===== src/rtl/cmd_fetch_ctrl_if.sv =====
// Command-fetch bus: FIFO pop side plus the assembled-command valid/ready side.
// master = fetch sequencer, slave = FIFO + dispatcher environment.
interface cmd_fetch_ctrl_if #(
  parameter int DATA_WIDTH  = 32,
  parameter int MAX_PAYLOAD = 3
);
  logic                              o_fifo_rd_en;
  logic [DATA_WIDTH-1:0]             i_fifo_rd_data;
  logic                              i_fifo_empty;
  logic                              o_cmd_valid;
  logic                              i_cmd_ready;
  logic [7:0]                        o_cmd_opcode;
  logic [7:0]                        o_cmd_id;
  logic [3:0]                        o_cmd_len;
  logic [MAX_PAYLOAD*DATA_WIDTH-1:0] o_cmd_payload;
  logic                              o_busy;
  logic                              o_err_len;
  logic [15:0]                       o_cmd_count;

  modport master (
    output o_fifo_rd_en, o_cmd_valid, o_cmd_opcode, o_cmd_id, o_cmd_len,
           o_cmd_payload, o_busy, o_err_len, o_cmd_count,
    input  i_fifo_rd_data, i_fifo_empty, i_cmd_ready
  );

  modport slave (
    input  o_fifo_rd_en, o_cmd_valid, o_cmd_opcode, o_cmd_id, o_cmd_len,
           o_cmd_payload, o_busy, o_err_len, o_cmd_count,
    output i_fifo_rd_data, i_fifo_empty, i_cmd_ready
  );
endinterface


===== src/rtl/cmd_fetch_ctrl.sv =====
// Command fetch sequencer: pops a header word from the uCode command FIFO, then
// the number of payload words it announces, and presents the assembled command
// to the GEMM dispatcher on valid/ready. Oversized commands are drained and
// flagged in a sticky error bit.
// Optional macro CMD_FETCH_STATS_EN: enables the dispatched-command counter on
// o_cmd_count and an internal saturating FIFO-stall counter; when undefined,
// o_cmd_count is tied to zero.
module cmd_fetch_ctrl #(
  parameter int DATA_WIDTH  = 32,
  parameter int MAX_PAYLOAD = 3
) (
  input  logic               i_clk,
  input  logic               i_reset_n,
  cmd_fetch_ctrl_if.master   bus
);

  localparam int         PAYLOAD_W = MAX_PAYLOAD * DATA_WIDTH;
  localparam logic [3:0] MAX_LEN   = 4'(MAX_PAYLOAD);

  typedef enum logic [2:0] {
    IDLE, HDR_WAIT, PL_REQ, PL_WAIT, DISPATCH, DR_REQ, DR_WAIT
  } state_t;

  state_t                 state;
  logic                   armed;
  logic [3:0]             idx;
  logic [3:0]             drain_cnt;
  logic [7:0]             opcode;
  logic [7:0]             id;
  logic [3:0]             len;
  logic [PAYLOAD_W-1:0]   payload;
  logic                   valid;
  logic                   err_len;

  logic                   pop_slot;
  logic                   rd_en;
  logic [DATA_WIDTH-1:0]  rd_data;
  logic [3:0]             hdr_len;
  logic                   unused_hdr_bits;

  assign rd_data         = bus.i_fifo_rd_data;
  assign hdr_len         = rd_data[11:8];
  assign unused_hdr_bits = ^{rd_data[15:12], rd_data[7:0]};

  // The pop decision looks at the live registered empty flag, so it is decoded
  // from state rather than registered. 'armed' keeps the first cycle after reset
  // free of pops so every output reads zero in that cycle.
  assign pop_slot = armed && (state == IDLE || state == PL_REQ || state == DR_REQ);
  assign rd_en    = i_reset_n && pop_slot && !bus.i_fifo_empty;

  // Fetch/assemble/dispatch sequencer with registered command outputs.
  always_ff @(posedge i_clk) begin
    if (!i_reset_n) begin
      state     <= IDLE;
      armed     <= 1'b0;
      idx       <= '0;
      drain_cnt <= '0;
      opcode    <= '0;
      id        <= '0;
      len       <= '0;
      payload   <= '0;
      valid     <= 1'b0;
      err_len   <= 1'b0;
    end else begin
      armed <= 1'b1;
      case (state)
        IDLE: begin
          if (rd_en) state <= HDR_WAIT;
        end
        HDR_WAIT: begin
          opcode  <= rd_data[31:24];
          id      <= rd_data[23:16];
          len     <= hdr_len;
          payload <= '0;
          idx     <= '0;
          if (hdr_len > MAX_LEN) begin
            err_len   <= 1'b1;
            drain_cnt <= hdr_len;
            state     <= DR_REQ;
          end else if (hdr_len == 4'd0) begin
            valid <= 1'b1;
            state <= DISPATCH;
          end else begin
            state <= PL_REQ;
          end
        end
        PL_REQ: begin
          if (rd_en) state <= PL_WAIT;
        end
        PL_WAIT: begin
          for (int unsigned k = 0; k < MAX_PAYLOAD; k++) begin
            if (idx == 4'(k)) payload[k*DATA_WIDTH +: DATA_WIDTH] <= rd_data;
          end
          idx <= idx + 4'd1;
          if (idx + 4'd1 == len) begin
            valid <= 1'b1;
            state <= DISPATCH;
          end else begin
            state <= PL_REQ;
          end
        end
        DISPATCH: begin
          if (bus.i_cmd_ready) begin
            valid <= 1'b0;
            state <= IDLE;
          end
        end
        DR_REQ: begin
          if (rd_en) state <= DR_WAIT;
        end
        DR_WAIT: begin
          drain_cnt <= drain_cnt - 4'd1;
          if (drain_cnt == 4'd1) state <= IDLE;
          else                   state <= DR_REQ;
        end
        default: state <= IDLE;
      endcase
    end
  end

  assign bus.o_fifo_rd_en  = rd_en;
  assign bus.o_cmd_valid   = valid;
  assign bus.o_cmd_opcode  = opcode;
  assign bus.o_cmd_id      = id;
  assign bus.o_cmd_len     = len;
  assign bus.o_cmd_payload = payload;
  assign bus.o_busy        = (state != IDLE);
  assign bus.o_err_len     = err_len;

`ifdef CMD_FETCH_STATS_EN
  logic [15:0] cmd_count;
  logic [15:0] stall_cnt;
  logic        handshake;
  logic        stalled;

  assign handshake = (state == DISPATCH) && valid && bus.i_cmd_ready;
  assign stalled   = (state == PL_REQ || state == DR_REQ) && bus.i_fifo_empty;

  // Dispatched-command counter (wraps) and saturating FIFO-stall counter.
  always_ff @(posedge i_clk) begin
    if (!i_reset_n) begin
      cmd_count <= '0;
      stall_cnt <= '0;
    end else begin
      if (handshake) cmd_count <= cmd_count + 16'd1;
      if (stalled && stall_cnt != '1) stall_cnt <= stall_cnt + 16'd1;
    end
  end

  assign bus.o_cmd_count = cmd_count;
`else
  assign bus.o_cmd_count = '0;
`endif

  // A pop is never issued against an empty FIFO.
  assert property (@(posedge i_clk) disable iff (!i_reset_n)
                   !(bus.o_fifo_rd_en && bus.i_fifo_empty));

endmodule


===== src/flat_wrapper.sv =====
// flat-port wrapper written by rule: the top's interface ports become plain ports
module cmd_fetch_ctrl_flat 
#(
  parameter int DATA_WIDTH  = 32,
  parameter int MAX_PAYLOAD = 3
)
  (i_clk, i_reset_n, bus_o_fifo_rd_en, bus_o_cmd_valid, bus_o_cmd_opcode, bus_o_cmd_id, bus_o_cmd_len, bus_o_cmd_payload, bus_o_busy, bus_o_err_len, bus_o_cmd_count, bus_i_fifo_rd_data, bus_i_fifo_empty, bus_i_cmd_ready);
  cmd_fetch_ctrl_if #(.DATA_WIDTH(DATA_WIDTH), .MAX_PAYLOAD(MAX_PAYLOAD)) bus_i ();
  input  logic i_clk;
  input  logic i_reset_n;
  output wire logic [$bits(bus_i.o_fifo_rd_en)-1:0] bus_o_fifo_rd_en;
  output wire logic [$bits(bus_i.o_cmd_valid)-1:0] bus_o_cmd_valid;
  output wire logic [$bits(bus_i.o_cmd_opcode)-1:0] bus_o_cmd_opcode;
  output wire logic [$bits(bus_i.o_cmd_id)-1:0] bus_o_cmd_id;
  output wire logic [$bits(bus_i.o_cmd_len)-1:0] bus_o_cmd_len;
  output wire logic [$bits(bus_i.o_cmd_payload)-1:0] bus_o_cmd_payload;
  output wire logic [$bits(bus_i.o_busy)-1:0] bus_o_busy;
  output wire logic [$bits(bus_i.o_err_len)-1:0] bus_o_err_len;
  output wire logic [$bits(bus_i.o_cmd_count)-1:0] bus_o_cmd_count;
  input wire logic [$bits(bus_i.i_fifo_rd_data)-1:0] bus_i_fifo_rd_data;
  input wire logic [$bits(bus_i.i_fifo_empty)-1:0] bus_i_fifo_empty;
  input wire logic [$bits(bus_i.i_cmd_ready)-1:0] bus_i_cmd_ready;
  assign bus_o_fifo_rd_en = bus_i.o_fifo_rd_en;
  assign bus_o_cmd_valid = bus_i.o_cmd_valid;
  assign bus_o_cmd_opcode = bus_i.o_cmd_opcode;
  assign bus_o_cmd_id = bus_i.o_cmd_id;
  assign bus_o_cmd_len = bus_i.o_cmd_len;
  assign bus_o_cmd_payload = bus_i.o_cmd_payload;
  assign bus_o_busy = bus_i.o_busy;
  assign bus_o_err_len = bus_i.o_err_len;
  assign bus_o_cmd_count = bus_i.o_cmd_count;
  assign bus_i.i_fifo_rd_data = bus_i_fifo_rd_data;
  assign bus_i.i_fifo_empty = bus_i_fifo_empty;
  assign bus_i.i_cmd_ready = bus_i_cmd_ready;
  cmd_fetch_ctrl #(.DATA_WIDTH(DATA_WIDTH), .MAX_PAYLOAD(MAX_PAYLOAD)) u_core (.i_clk(i_clk), .i_reset_n(i_reset_n), .bus(bus_i));
endmodule

===== config.mk =====
export PLATFORM = sky130hd
export DESIGN_NAME = cmd_fetch_ctrl_flat
export DESIGN_NICKNAME = d
export VERILOG_FILES = /design/src/rtl/cmd_fetch_ctrl_if.sv /design/src/rtl/cmd_fetch_ctrl.sv /design/src/flat_wrapper.sv
export SDC_FILE = /design/constraint.sdc
export NUM_CORES = 1
export LEC_CHECK = 0
export CORE_MARGIN = 2
export CORE_UTILIZATION = 40
export DETAILED_ROUTE_END_ITERATION = 12
export PLACE_DENSITY = 0.7
export SKIP_LAST_GASP = 1
export SLEW_MARGIN = 10
export SYNTH_ARGS = -nofsm -noshare
export SYNTH_HDL_FRONTEND = slang
export SYNTH_SLANG_ARGS = --single-unit

===== constraint.sdc =====
create_clock -name i_clk -period 4.4 [get_ports i_clk]
set_input_delay 0.44 -clock i_clk [delete_from_list [all_inputs] [get_ports i_clk]]
set_output_delay 0.44 -clock i_clk [all_outputs]
set_load 0.02 [all_outputs]

==> results.json <==
{
  "root_buffer": "clkbuf_16",
  "fp.dieW_um": 124,
  "rsz0062_at_grt": "false",
  "outcome": "finished clean",
  "required_ns": 3.96,
  "drive_above_1_share_pct": 6.09,
  "critPathKind": "reg2out",
  "cts.repair.resized": 0,
  "rr_startpoint": "u_core.state[2]",
  "num_rows": 43,
  "critPathMaxStageDelay_ns": 1.03,
  "min_to": "u_core.bus.o_err_len",
  "ys.warnings.count": 0,
  "setup_tns_ns": 0,
  "avgViaCountPerCell": 4.86,
  "ir_drop_mv": 0.283,
  "startpoint_type": "flip-flop",
  "crit_buf_inv": 1,
  "grt-ovfl-total": 0,
  "crit_path_end_kind": "primary output",
  "power_density_nw_per_um2": 351,
  "num_antenna_cells": 0,
  "htreeDepth": 4,
  "async_reset_ff_share_pct": 0,
  "cts_tree": "built",
  "synth_cells": 573,
  "cts_setup_buffers": 0,
  "min_path_cells": 1,
  "cts_sinks": 130,
  "path_delay_family": "flip-flops",
  "wl_met2_um": 6970,
  "dr.pass1.iters": 4,
  "grt_max_degree": 134,
  "worst-endpoint-arrival_ns": 2.33,
  "skew_ns": 0.0110,
  "fin_util_pct": 55.7,
  "ys_seq_area_share_pct": 45.2,
  "place_congestion": 0.842,
  "fmax_mhz": 361,
  "grt_pass1_vias": 4449,
  "hp-class": "reg2reg",
  "finalSetupViolCount": 0,
  "met1_length_um": 6520,
  "drt_iter0_drc": 154,
  "cts.path.max_buffers": 2,
  "maxCapViolCount": 0,
  "cts_made_buffers": 17,
  "fin_crit_sh_pct": 63.0,
  "synth.distinct_cells": 44,
  "synth_edf_count": 0,
  "area_growth_pct": 35.3,
  "hold_viol": 0,
  "num_vias": 4390,
  "relSlewSlack_pct": 26.4,
  "worstMarginPinSlew_ns": 1.10,
  "drc": 0,
  "wl_per_cell_um": 16.5,
  "met3_length_um": 1240,
  "reg2reg_slack_ns": 1.88,
  "num-nets-final": 754,
  "grt_pass1_wl_um": 22900,
  "crit_slowest_cell": "dfxtp_2",
  "worstPathCellList": "nand3b_1, a21oi_1, clkdlybuf4s50_1",
  "ios": 172,
  "r2r_cells": 5,
  "dieArea_um2": 15400,
  "synth_seq_cells": 130,
  "io_buffers": 155,
  "die_h_um": 124,
  "slew_viol_final": 0,
  "antenna_found_initial": 0,
  "ant_nets": 0,
  "dpl.hpwl_um": 9850,
  "leakagePower_nw": 2.75,
  "coreArea_um2": 14000,
  "syn_area_um2": 5760,
  "layout_min_cycle_time_ns": 2.77,
  "worstReg2RegEnd": "u_core.bus.o_cmd_payload[7]",
  "clk_pin_slew_ns": 0.05,
  "clock_latency_ns": 0.42,
  "nFillCells": 1245,
  "hold_start": "u_core.bus.o_err_len",
  "initial_core_util_pct": 41.2,
  "cp_max_fo": 52,
  "track_usage_pct": 19.5,
  "wirelength_um": 14900,
  "synthFlopType": "dfxtp_1",
  "cts_hold_buf": 0,
  "top_layer": "met4",
  "avgSynthCellArea_um2": 10.0
}
[state kept, by name (all words and copies together) (netlist names)]
signal	cells
u_core.bus.o_cmd_len	4
u_core.idx	4
u_core.drain_cnt	4
u_core.state	3
u_core.bus.o_cmd_valid	1
u_core.bus.o_cmd_opcode	8
u_core.bus.o_cmd_payload	96
u_core.armed	1
u_core.bus.o_err_len	1
u_core.bus.o_cmd_id	8
[stage by stage]
step | instances | hold WS [ns] | total power, mW | cell area [um^2] | setup WS, ns
final | 903 | 0.465 | 2.73 | 7790 | 1.63
after floorplan | 588 | 0.468 | 1.36 | 5810 | 2.68
after global placement | 873 | 0.448 | 1.41 | 7230 | 1.95
after global routing | 903 | 0.489 | 2.81 | 7790 | 1.51
after CTS | 903 | 0.469 | 2.76 | 7790 | 1.63
after detailed placement | 873 | 0.457 | 1.41 | 7230 | 1.85
[cell usage in the layout (no fill, tap or decap), drive strengths merged, types with 4 or more instances in the layout]
cell type,n
nand2,55
inv,6
mux2i,97
nor2,11
buf,7
clkbuf,24
nor2b,103
nand3,5
a21boi,21
o21ai,8
and3,33
a21oi,8
ha,6
clkdlybuf4s50,154
xnor2,5
dfxtp,130
clkinv,4
conb,16
[synth_stat cells, drive strengths merged (6+ instances only)]
cell | n | area share (%)
o21ai | 8 | 0.70
dfxtp | 130 | 45
nor2b | 103 | 11
a21oi | 8 | 1.3
nand2 | 55 | 3.6
a21boi | 21 | 2.7
ha | 6 | 1.3
clkbuf | 19 | 1.2
buf | 37 | 5.9
nor2 | 11 | 0.89
inv | 6 | 0.39
and3 | 33 | 3.6
mux2i | 97 | 17
[per-layer routing]
layer / vias up / GRT usage (%)
met5: - / 0
met1: 2063 / 23.0
met3: 13 / 7.74
met2: 155 / 32.6
met4: 0 / 6.04
li1: 2159 / -
[kinds of logic after synthesis]
kind of cell	share of synthesized area (%)
simple gates	21.6
other cells	0.0651
xor+xnor	1.06
buf+inv	7.50
mux	16.9
flops	45.2
fa+ha+maj	1.30
compound gates	6.41
[area by class of cell]
| class | count | area [um^2] | area share [%] |
|---|---|---|---|
| timing repair buffer | 161 | 1590 | 20.4 |
| clock inverter | 6 | 80.1 | 1.03 |
| sequential | 130 | 2600 | 33.4 |
| tap | 180 | 225 | 2.89 |
| multi-input combinational | 396 | 2790 | 35.8 |
| clock buffer | 24 | 482 | 6.18 |
| inverter | 6 | 22.5 | 0.289 |
[report_power, final]
part	total (mW)	switching [mW]	internal [mW]
combinational	0.191	0.101	0.0891
clock	1.35	0.478	0.867
sequential	1.20	0.00809	1.19
total	2.73	0.587	2.14
[how the worst max path moves through the flow]
stage | cells after the start | endpoint | start
after CTS | 3 | bus_o_fifo_rd_en | u_core.state[1]
after global routing | 3 | bus_o_fifo_rd_en | u_core.state[1]
after floorplan | 5 | bus_o_fifo_rd_en | u_core.state[1]
final | 3 | bus_o_fifo_rd_en | u_core.state[1]
after global placement | 5 | u_core.bus.o_cmd_payload[16] | u_core.state[2]
after detailed placement | 5 | u_core.bus.o_cmd_payload[7] | u_core.state[2]
Note: power is estimated with default switching activity, not from simulation.
==> patch 1, RTL diff (same flow settings) <==
The 7 states of `state_t` get a one-hot encoding in 7 bits.
--- a/src/rtl/cmd_fetch_ctrl.sv
+++ b/src/rtl/cmd_fetch_ctrl.sv
@@ -18,6 +18,6 @@
   localparam logic [3:0] MAX_LEN   = 4'(MAX_PAYLOAD);
 
-  typedef enum logic [2:0] {
-    IDLE, HDR_WAIT, PL_REQ, PL_WAIT, DISPATCH, DR_REQ, DR_WAIT
+  typedef enum logic [6:0] {
+    IDLE = 7'b0000001, HDR_WAIT = 7'b0000010, PL_REQ = 7'b0000100, PL_WAIT = 7'b0001000, DISPATCH = 7'b0010000, DR_REQ = 7'b0100000, DR_WAIT = 7'b1000000
   } state_t;
 
Formal check against the unedited RTL: same outputs for any inputs over 10 cycles, from zero or initial values and one cycle with i_reset_n low; not proved beyond that.
==> patch 1 against the original RTL <==
Fmax rose by 0.70%; routed wire length rose by 8.2%; final area fell by 3.9%; largest cell class is now registers; worst hold slack got worse by 0.013 ns; setup slack improved by 0.019 ns; sequential cell count rose by 4; utilization rose by 1.3 points; critical path depth rose by 1; die area fell by 7.0%; synthesized area fell by 7.3%; via count rose by 20%.
Power is not compared: it rests on default switching activity, and its combinational part moved more than twofold at a synthesized area within 25%.
==> patch 1: results (changes against the original RTL) <==
outcome finished clean (unchanged); f_max 363 MHz (was 361 MHz); Place WS 1.77 ns (was 1.85 ns); R2R cell count 4 (was 5); DR WL/cell 16.3 um (was 16.5 um); largest net degree at the start of global routing 97 (was 134); DR iter-0 viols 568 (was 154); Final Skew 0.00609 ns (was 0.0110 ns); htree depth 4 (unchanged); Port Buffers 155 (unchanged); initial antenna violation count 0 (unchanged); Root Buffer clkbuf_16 (unchanged); Hold WS 0.452 ns (was 0.465 ns); Vias 5274 (was 4390); Ys Warns 0 (unchanged); HPWL Detailed 10.5 mm (was 9.85 mm); leakage power 0.00246 uW; Slew @ Worst Pin 1.09 ns (was 1.10 ns); Seq/Total Area, Yosys 0.502 (was 0.452); Antenna Cells 0 (unchanged); worst min path class flop to flop (unchanged); most frequent cells after synthesis 143 x nand2_1, 134 x dfxtp_1, 119 x a21oi_1, 102 x o21ai_0, 44 x clkbuf_1 (was 130 x dfxtp_1, 103 x nor2b_1, 97 x mux2i_1, 55 x nand2_1, 33 x and3_1); maximum vdd drop approximately 280 uV; gpl congestion 0.890 (was 0.842); Max FO, Critical Path 6 (was 52); Clock Tree Buf Depth 2 (unchanged); Clock transition at path regs 0.05 ns (about the same); Clk Latency, worst-skew pair 0.41 ns; ys async rst share 0 (unchanged); first-pass GRT wire length 25.5 mm (was 22.9 mm); Post-Syn Area per Cell 8.02 sq um (was 10.0 sq um); Worst Path Arrival 2.31 ns (was 2.33 ns); dominant cells by area after synthesis dfxtp_1 50%, a21oi_1 11%, nand2_1 10% (was dfxtp_1 45%, mux2i_1 17%, nor2b_1 11%); share of cells above drive strength 1 0.0593 (was 0.0609); post-CTS setup buffer count 0 (unchanged); vias in the first global route 4931 (was 4449); number of flip-flops in the largest register 96 (unchanged); CTS Buf Count 17 (unchanged); Hold Crit Depth 2 (was 1); drt pass-1 iters 5 (was 4); gr usage total 0.225 (was 0.195); total wire length 16.1 mm (was 14.9 mm); placed cells 955 (was 873); Unique masters post-synth 46 (was 44); Final #Nets 840 (was 754); Resized cells post-CTS 0 (unchanged)
patch 1: cell type report:
class / count / area, sq um
clock buffer: 25 / 495
tap: 176 / 220
sequential: 134 / 2680
clock inverter: 6 / 43.8
multi-input combinational: 474 / 2390
timing repair buffer: 164 / 1630
fill: 1216 / 5650
inverter: 7 / 27.5
patch 1: where the power goes:
| part | switching, uW | total (uW) | internal (uW) |
|---|---|---|---|
| Clock | 513 | 1290 | 778 |
| Sequential | 21.7 | 1260 | 1230 |
| Combinational | 323 | 444 | 121 |
| Total | 858 | 2990 | 2130 |
patch 1: worst paths after layout:
| path | from | end |
|---|---|---|
| hold reg to reg | u_core.bus.o_cmd_opcode[1] | u_core.bus.o_cmd_opcode[1] |
| setup / recovery | u_core.state[6] | bus_o_fifo_rd_en |
| hold / removal | u_core.bus.o_cmd_opcode[1] | u_core.bus.o_cmd_opcode[1] |
| setup reg to reg | u_core.state[0] | u_core.drain_cnt[0] |
patch 1: routing by layer:
metal  GRT usage  up-vias  routed length, um
met3      0.0718       35               1490
met1       0.289     2468               6990
met2       0.342      242               7100
li1            -     2529                  -
met5           0        -                  0
met4       0.109        0                533
patch 1: cell families (layout without fill, tap and decap cells):
family          count (synthesis)  after routing  share of synthesized area
compound gates                247            247                      0.245
xor+xnor                        7              7                     0.0115
fa+ha+maj                       6              6                     0.0141
buf+inv                        73            202                     0.0640
flops                         134            134                      0.502
mux                             1              1                    0.00187
other cells                     1             16                   0.000702
simple gates                  197            197                      0.160
patch 1: critical path, cell delays in order, from the launching register on:
cell and delay [ns]:
dfxtp_1 0.36, nor4_1 0.52, o211ai_1 0.25, nor2_1 0.16, clkdlybuf4s50_1 0.61
patch 1: through the flow:
step | cell area [sq um] | total power [uW]
floorplan | 5400 | 1550
global placement | 6950 | 1710
detailed placement | 6950 | 1720
CTS | 7490 | 3010
global route | 7490 | 3110
finish | 7490 | 2990
==> patch 2, RTL diff (same settings) <==
Made on the original files. Build with the macro `CMD_FETCH_STATS_EN` defined.
--- a/src/rtl/cmd_fetch_ctrl.sv
+++ b/src/rtl/cmd_fetch_ctrl.sv
@@ -6,4 +6,6 @@
 // o_cmd_count and an internal saturating FIFO-stall counter; when undefined,
 // o_cmd_count is tied to zero.
+`define CMD_FETCH_STATS_EN
+
 module cmd_fetch_ctrl #(
   parameter int DATA_WIDTH  = 32,
Function: changed (a bounded check fails within 10 cycles, from zero or initial values and one cycle with i_reset_n low).
==> patch 2 against the original RTL <==
Die area is 11% higher; setup slack lost 0.092 ns; first-iteration DRC count rose by 44%; final area is 13% higher; routed wire length rose by 9.9%; total power rose by 10%; sequential cell count up 16; synthesized area rose by 11%.
==> patch 2: results (changes against the original RTL) <==
outcome finished clean (unchanged); Max FO, Critical Path 51 (was 52); switching part of the total 0.236 (was 0.215); HPWL Detailed 10.7 mm (was 9.85 mm); first-pass GRT wire length 25.9 mm (was 22.9 mm); DR WL/cell 15.1 um (was 16.5 um); Compound-Gate Fraction of Synth Area 0.0576 (was 0.0641); xor and xnor area share after synthesis 0.0227 (was 0.0106); gr usage total 0.194 (was 0.195); Final Skew 0.0117 ns (was 0.0110 ns); Via density 4.87 (was 4.86); met2 Use GR 0.293 (was 0.326); Met2 Routed Length 7.28 mm (was 6.97 mm); gpl congestion 0.778 (was 0.842); Seq/Total Area, Yosys 0.456 (was 0.452); Synth Instances 706 (was 573); Unique masters post-synth 49 (was 44); Place WS 1.55 ns (was 1.85 ns); maximum vdd drop 249 uV (was 283 uV); fin cells 1083 (was 903); DR iter-0 viols 221 (was 154); met3 routed WL 1.16 mm (was 1.24 mm); Worst Path Arrival 2.43 ns (was 2.33 ns); placed cells 1051 (was 873); Port Buffers 171 (was 155); wire length on met1 7.75 mm (was 6.52 mm); dominant cells by area after synthesis dfxtp_1 46%, mux2i_1 15%, and2_1 8.1% (was dfxtp_1 45%, mux2i_1 17%, nor2b_1 11%); Relative slew margins 0.205 (was 0.264); vias in the first global route 4904 (was 4449); routing usage on met3 0.0603 (was 0.0774); share of cells above drive strength 1 0.0531 (was 0.0609); leakage power 0.00391 uW (was 0.00275 uW)
patch 2: changes by cell type in the layout (fill, tap and decap cells not counted), moves of 7 or more:
cell,unedited run,this run
clkdlybuf4s50_1,154,171
and2_0,0,15
nand3_1,5,12
and3_1,33,1
nor2_1,9,113
and2_1,1,83
a21oi_1,5,32
dfxtp_1,129,146
conb_1,16,0
nor2b_1,102,1
a21boi_0,21,0
patch 2: path summary, 6_finish.rpt:
check / startpoint / end / slack (ns) / cells after the start
setup / recovery: i_reset_n / bus_o_fifo_rd_en / 1.53 / 4
hold / removal: u_core.bus.o_cmd_opcode[3] / u_core.bus.o_cmd_opcode[3] / 0.45 / 2
setup reg to reg: u_core.state[1] / u_core.bus.o_cmd_payload[10] / 1.60 / 5
hold reg to reg: u_core.bus.o_cmd_opcode[3] / u_core.bus.o_cmd_opcode[3] / 0.45 / 2
patch 2: logic make-up (layout without fill, tap and decap cells):
| family | count (synthesis) | in the layout |
|---|---|---|
| mux | 96 | 96 |
| simple gates | 321 | 321 |
| xor+xnor | 15 | 15 |
| flops | 146 | 146 |
| buf+inv | 58 | 219 |
| compound gates | 63 | 63 |
| fa+ha+maj | 7 | 7 |
patch 2: power groups by stage:
stage               clock, uW  combinational, uW  sequential [uW]
floorplan                   0               95.6             1390
global placement            0                206             1380
detailed placement          0                204             1380
CTS                      1480                206             1350
global route             1540                223             1360
finish                   1450                203             1350
patch 2: worst max-delay path, cell delays in order:
cell             delay, ns
clkdlybuf4s50_1       0.63
inv_4                 0.26
a2111oi_0             0.40
clkdlybuf4s50_1       0.69
patch 2: cell type report:
class	count	area, sq um
clock buffer	20	467
clock inverter	12	133
fill	1472	6980
inverter	9	36.3
multi-input combinational	502	3200
sequential	146	2920
tap	216	270
timing repair buffer	178	1760
